$ cat config.mk
export PLATFORM = sky130hd
export DESIGN_NAME = if_prefetch_buf
export DESIGN_NICKNAME = d
export VERILOG_FILES = /design/src/rtl/if_prefetch_buf.sv
export SDC_FILE = /design/constraint.sdc
export NUM_CORES = 1
export LEC_CHECK = 0
export CAP_MARGIN = 20
export CORE_UTILIZATION = 25
export CTS_CLUSTER_DIAMETER = 120
export DETAILED_ROUTE_END_ITERATION = 10
export GPL_TIMING_DRIVEN = 0
export REMOVE_ABC_BUFFERS = 1
export SYNTH_ARGS = -nofsm -noshare
export SYNTH_HDL_FRONTEND = slang
export SYNTH_SLANG_ARGS = --single-unit
export TNS_END_PERCENT = 1
$ cat constraint.sdc
create_clock -name CLK -period 3.31 [get_ports CLK]
set_input_delay 0.331 -clock CLK [delete_from_list [all_inputs] [get_ports CLK]]
set_output_delay 0.331 -clock CLK [all_outputs]
set_load 0.01 [all_outputs]
$ cat src/rtl/if_prefetch_buf.sv
// Instruction prefetch buffer between IF and a 1-cycle synchronous I-memory.
// Optional redirect statistics counter: define PREFETCH_STATS_EN.
module if_prefetch_buf #(
  parameter int unsigned DEPTH    = 4,
  parameter logic [31:0] RESET_PC = 32'h0000_0000
) (
  input  logic        CLK,
  input  logic        RSTn,
  output logic        I_MEM_CSN,
  output logic [31:0] I_MEM_ADDR,
  input  logic [31:0] I_MEM_DI,
  input  logic        IF_REQ,
  output logic        IF_VALID,
  output logic [31:0] IF_INST,
  output logic [31:0] IF_PC,
  input  logic        REDIR,
  input  logic [31:0] REDIR_PC,
  output logic [15:0] FLUSH_CNT
);

  localparam int unsigned AW = $clog2(DEPTH);

  typedef struct packed {
    logic [31:0] pc;
    logic [31:0] inst;
  } entry_t;

  entry_t          mem_q [DEPTH];
  entry_t          mem_d [DEPTH];
  logic [AW-1:0]   rd_ptr_q, rd_ptr_d;
  logic [AW-1:0]   wr_ptr_q, wr_ptr_d;
  logic [AW:0]     count_q, count_d;
  logic            infl_q, infl_d;
  logic [31:0]     infl_pc_q, infl_pc_d;
  logic [31:0]     fpc_q, fpc_d;

  logic            pop;
  logic            push;
  logic            issue;
  logic [31:0]     redir_addr;
  logic [AW+1:0]   occ;

  always_comb begin
    redir_addr = REDIR_PC & 32'hFFFF_FFFC;
    pop        = IF_REQ & (count_q != '0) & ~REDIR;
    push       = infl_q & ~REDIR;
    // Occupancy includes the in-flight fetch so its response always has a slot.
    occ        = {1'b0, count_q} + (AW+2)'(infl_q) - (AW+2)'(pop);
    // Reset gates the chip select combinationally so it drops asynchronously.
    issue      = RSTn & (REDIR | (occ < (AW+2)'(DEPTH)));
    I_MEM_CSN  = ~issue;
    I_MEM_ADDR = (REDIR & RSTn) ? redir_addr : fpc_q;

    mem_d      = mem_q;
    rd_ptr_d   = rd_ptr_q;
    wr_ptr_d   = wr_ptr_q;
    count_d    = count_q;
    infl_d     = infl_q;
    infl_pc_d  = infl_pc_q;
    fpc_d      = fpc_q;

    if (REDIR) begin
      rd_ptr_d  = '0;
      wr_ptr_d  = '0;
      count_d   = '0;
      infl_d    = 1'b1;
      infl_pc_d = redir_addr;
      fpc_d     = redir_addr + 32'd4;
    end else begin
      if (push) begin
        mem_d[wr_ptr_q] = '{pc: infl_pc_q, inst: I_MEM_DI};
        wr_ptr_d        = wr_ptr_q + 1'b1;
      end
      if (pop) begin
        rd_ptr_d = rd_ptr_q + 1'b1;
      end
      count_d = count_q + (AW+1)'(push) - (AW+1)'(pop);
      infl_d  = issue;
      if (issue) begin
        infl_pc_d = fpc_q;
        fpc_d     = fpc_q + 32'd4;
      end
    end
  end

  always_ff @(posedge CLK or negedge RSTn) begin
    if (!RSTn) begin
      for (int unsigned i = 0; i < DEPTH; i++) begin
        mem_q[i] <= '0;
      end
      rd_ptr_q  <= '0;
      wr_ptr_q  <= '0;
      count_q   <= '0;
      infl_q    <= 1'b0;
      infl_pc_q <= '0;
      fpc_q     <= RESET_PC;
    end else begin
      mem_q     <= mem_d;
      rd_ptr_q  <= rd_ptr_d;
      wr_ptr_q  <= wr_ptr_d;
      count_q   <= count_d;
      infl_q    <= infl_d;
      infl_pc_q <= infl_pc_d;
      fpc_q     <= fpc_d;
    end
  end

  always_comb begin
    IF_VALID = (count_q != '0);
    IF_INST  = IF_VALID ? mem_q[rd_ptr_q].inst : '0;
    IF_PC    = IF_VALID ? mem_q[rd_ptr_q].pc   : '0;
  end

`ifdef PREFETCH_STATS_EN
  logic [15:0] flush_cnt_q, flush_cnt_d;

  always_comb begin
    flush_cnt_d = flush_cnt_q;
    if (REDIR && (flush_cnt_q != '1)) begin
      flush_cnt_d = flush_cnt_q + 16'd1;
    end
  end

  always_ff @(posedge CLK or negedge RSTn) begin
    if (!RSTn) begin
      flush_cnt_q <= '0;
    end else begin
      flush_cnt_q <= flush_cnt_d;
    end
  end

  assign FLUSH_CNT = flush_cnt_q;
`else
  assign FLUSH_CNT = '0;
`endif

endmodule

==> run_summary.xml <==
<?xml version="1.0" encoding="UTF-8"?>
<metrics>
  <group name="detailed_routing">
    <metric name="drt_first_iter_violations" unit="">574</metric>
    <metric name="detailedRoute.firstPassIterationCount" unit="">5</metric>
    <metric name="detailroute.via_count" unit="">10100</metric>
    <metric name="detail-route-antenna-nets" unit="">0</metric>
    <metric name="post_drt_wl_per_cell" unit="um">19.5</metric>
    <metric name="number_of_remaining_drc_errors" unit="">0</metric>
    <metric name="drt_wl_total" unit="mm">42.6</metric>
    <metric name="post_drt_via_cell_ratio" unit="">4.64</metric>
  </group>
  <group name="setup_path">
    <metric name="cp.arrival" unit="ns">2.88</metric>
    <metric name="worstPathMaxFanout" unit="">4</metric>
    <metric name="crit_path_max_cell_delay" unit="ns">0.40</metric>
    <metric name="timing.critical_path.to_type" unit="">primary output</metric>
    <metric name="timing.setup.critical_path_class" unit="">reg2out</metric>
    <metric name="worstSetupStartpointType" unit="">flip-flop</metric>
    <metric name="critical_path.slowest_cell" unit="">sky130_fd_sc_hd__or3_4</metric>
    <metric name="worstPathCellList" unit="">or3_4, nand2_1, or3_1, ha_1, and4_1, a32o_4, o31ai_2, buf_2</metric>
    <metric name="worst_ep_required_time" unit="ns">2.98</metric>
  </group>
  <group name="layout">
    <metric name="antennaDiodeCount" unit="">0</metric>
    <metric name="drive_gt1_share" unit="%">33.5</metric>
    <metric name="layout_commonest_cell" unit="">sky130_fd_sc_hd__dfrtp_1</metric>
    <metric name="area_growth" unit="%">26.0</metric>
    <metric name="layout.nets" unit="">1401</metric>
    <metric name="fillCellCount" unit="">6174</metric>
    <metric name="regArea" unit="mm^2">0.00792</metric>
    <metric name="most-common-layout-cells" unit="">sky130_fd_sc_hd__dfrtp_1, sky130_fd_sc_hd__mux2_2, sky130_fd_sc_hd__clkdlybuf4s50_1, sky130_fd_sc_hd__and2_1, sky130_fd_sc_hd__mux4_2</metric>
    <metric name="multi_input_area" unit="mm^2">0.00748</metric>
    <metric name="design_area" unit="mm^2">0.0198</metric>
  </group>
  <group name="clocking">
    <metric name="clkTransAtPathRegs" unit="ns">0.06</metric>
    <metric name="clock_sink_count" unit="">316</metric>
    <metric name="tritoncts_clock_tree" unit="">done</metric>
    <metric name="ctsRootBufferMaster" unit="">sky130_fd_sc_hd__clkbuf_16</metric>
    <metric name="cts.htree.levels" unit="">2</metric>
    <metric name="cts_inserted_buffers" unit="">39</metric>
    <metric name="insertion_delay_to_the_later_sink_of_the_worst_skew_pair" unit="ns">0.56</metric>
    <metric name="ctsLongestPathBuffers" unit="">3</metric>
  </group>
  <group name="synth">
    <metric name="ys.flop_type" unit="">sky130_fd_sc_hd__dfrtp_1</metric>
    <metric name="netlist-cell-type-count" unit="">64</metric>
    <metric name="synth_enable_flop_cells" unit="">0</metric>
    <metric name="synth-seq-cells" unit="">316</metric>
    <metric name="number_of_instances_in_the_synthesized_netlist" unit="">1173</metric>
    <metric name="synth.avg_cell_area" unit="um^2">13.4</metric>
    <metric name="synth_async_sr_flop_share" unit="%">100</metric>
    <metric name="synthesized_area" unit="mm^2">0.0157</metric>
    <metric name="synth_warnings" unit="">0</metric>
    <metric name="synth_seq_area_share" unit="%">50.3</metric>
  </group>
  <group name="grt">
    <metric name="globalRouteTotalUtil" unit="%">13.5</metric>
    <metric name="first_global_vias" unit="">10600</metric>
    <metric name="grt_start_max_net_pins" unit="">117</metric>
    <metric name="number_of_antenna_violations_at_the_first_check_in_global_routing" unit="">3</metric>
    <metric name="grt_pass1_wl" unit="mm">65.6</metric>
    <metric name="global_route.overflow_total" unit="">0</metric>
  </group>
  <group name="run_status">
    <metric name="status" unit="">complete, no violations</metric>
  </group>
  <group name="floorplanning">
    <metric name="coreArea" unit="mm^2">0.0619</metric>
    <metric name="design.die.area" unit="mm^2">0.0639</metric>
    <metric name="placement_rows" unit="">91</metric>
    <metric name="die_width" unit="um">253</metric>
    <metric name="ios" unit="">182</metric>
    <metric name="floorplan.initialDensity" unit="%">25.4</metric>
    <metric name="die-height" unit="um">253</metric>
  </group>
  <group name="timing">
    <metric name="hold_slack" unit="ns">0.195</metric>
    <metric name="finalClockSkew" unit="ns">0.0319</metric>
    <metric name="report.final.setup_viol" unit="">0</metric>
    <metric name="rsz_0062_raised_after_global_routing" unit="">false</metric>
    <metric name="maxSlewHeadroom" unit="%">36.4</metric>
    <metric name="final_min_period_over_clock_period" unit="%">96.9</metric>
    <metric name="post-route-min-period" unit="ns">3.21</metric>
    <metric name="timing.final.max_slew_violations" unit="">0</metric>
    <metric name="max_clk_rate" unit="MHz">312</metric>
    <metric name="number_of_failing_hold_endpoints_at_the_final_stage" unit="">0</metric>
    <metric name="timing_worst_slew_pin_value" unit="ns">0.930</metric>
  </group>
  <group name="hold_path">
    <metric name="hold_class" unit="">in2reg</metric>
  </group>
  <group name="job">
    <metric name="max_cap_viol_count" unit="">0</metric>
  </group>
  <group name="place">
    <metric name="post_dp_hpwl" unit="mm">25.9</metric>
    <metric name="placement.cell_area" unit="mm^2">0.0184</metric>
    <metric name="place_congestion" unit="">0.721</metric>
    <metric name="io_buffer_count" unit="">159</metric>
  </group>
  <group name="pwr">
    <metric name="switching_share" unit="%">31.7</metric>
    <metric name="power.density_cell_area" unit="mW/mm^2">899</metric>
    <metric name="sequentialPowerShare" unit="%">36.5</metric>
    <metric name="static-leakage-power" unit="nW">8.12</metric>
    <metric name="power_report.internal_total" unit="W">0.0122</metric>
    <metric name="power.ir.vdd_worst" unit="uV">386</metric>
    <metric name="power.share.clock" unit="%">23.3</metric>
    <metric name="total_switching_power" unit="W">0.00564</metric>
    <metric name="power_frac_comb" unit="%">40.2</metric>
  </group>
</metrics>
## metal layers
layer / up-vias / global-route usage [%] / share of wire [%]
met4: 2 / 4.00 / 2.4
li1: 4589 / - / -
met5: - / 0 / 0.031
met3: 70 / 2.96 / 5.1
met1: 5220 / 18.0 / 45
met2: 262 / 21.9 / 48
## what timing repair did
| item | CTS | global route |
|---|---|---|
| gates cloned | 2 | 0 |
| hold buffers | 2 | 0 |
| resized for setup | 11 | 1 |
| endpoints found under the setup margin | 98 | 6 |
| hold endpoints to repair | 95 | 0 |
| buffers inserted | 11 | 1 |
| pin swaps | 1 | 1 |
## critical path: cells and delay by family, from the launching register on
family	cells	cell delay, ns
DFF	1	0.39
adders and majority gates	1	0.28
AOI/OAI and AO/OA	2	0.55
buffers and inverters	1	0.18
and+or+nand+nor	4	0.92
## per-stage QoR
| stage | utilization (%) | worst slack, ns | std cells | total power (W) | TNS (ns) |
|---|---|---|---|---|---|
| 2_1_floorplan | - | -2.74 | 1094 | 0.0107 | -129.72 |
| 5_1_grt | 32.0 | 0.0107 | 2188 | 0.0189 | 0 |
| 4_1_cts | 32.0 | 0.0432 | 2187 | 0.0181 | 0 |
| 3_5_place_dp | 29.7 | -1.20 | 2104 | 0.0135 | -48.20 |
| 3_3_place_gp | 29.0 | -24.40 | 2090 | 0.0130 | -6866.87 |
| 6_report | 32.0 | 0.104 | 2188 | 0.0178 | 0 |
## state kept, by name, summed over array words and instances, names as in the netlist
name and count:
infl_pc_q 30, rd_ptr_q 2, mem_q 248, wr_ptr_q 2, count_q 3, infl_q 1
fpc_q 30
## synth_stat cells, drive strengths merged, types with 8 or more instances
master / n / share of area [%]
a21oi: 9 / 0.29
xnor2: 17 / 0.95
dfrtp: 316 / 50
ha: 8 / 0.64
and2: 64 / 2.5
mux2i: 36 / 2.3
nand2: 57 / 1.4
xor2: 25 / 1.4
nand3: 15 / 0.48
mux2: 283 / 20
mux4: 62 / 8.9
inv: 12 / 0.29
nor2: 19 / 0.45
buf: 36 / 1.5
o211ai: 13 / 0.62
o21ai: 35 / 1.1
clkbuf: 62 / 1.5
nor3: 9 / 0.29
## power groups by stage
stage               combinational, W  sequential (W)  clock [W]
floorplan                    0.00431         0.00638          0
detailed placement           0.00680         0.00672          0
global route                 0.00777         0.00674    0.00444
finish                       0.00716         0.00650    0.00414
CTS                          0.00733         0.00650    0.00429
global placement             0.00633         0.00666          0
## final cells by class
cell class              count  share of cell area [%]
repair buffers            187                    10.6
well taps                 837                    5.29
clock buffers              58                    5.54
multi-input cells         768                    37.7
inverters                  12                   0.227
flip-flops and latches    316                    40.0
clock inverters            10                   0.663
## final timing paths
| check | from | to | slack, ns | cells after the start |
|---|---|---|---|---|
| max in group asynchronous | RSTn | rd_ptr_q[1] | 1.79 | 4 |
| worst max-delay path | count_q[2] | I_MEM_CSN | 0.10 | 8 |
| worst min register to register | mem_q[29] | mem_q[29] | 0.50 | 1 |
| worst min-delay path | REDIR | infl_pc_q[24] | 0.20 | 3 |
| min in group asynchronous | RSTn | mem_q[212] | 0.48 | 3 |
| worst max register to register | count_q[2] | fpc_q[23] | 0.14 | 10 |
## kinds of logic (layout without fill, tap and decap cells)
kind of cell / Yosys count / after routing / synth area share, %
AOI/OAI and AO/OA: 104 / 104 / 4.46
other: 1 / 20 / 0.0238
buffers and inverters: 110 / 267 / 3.24
and+or+nand+nor: 210 / 212 / 7.45
muxes: 381 / 381 / 31.4
DFF: 316 / 316 / 50.3
xor gates and xnor gates: 42 / 42 / 2.34
adders and majority gates: 9 / 9 / 0.764
Note: power is estimated with default switching activity, not from simulation.
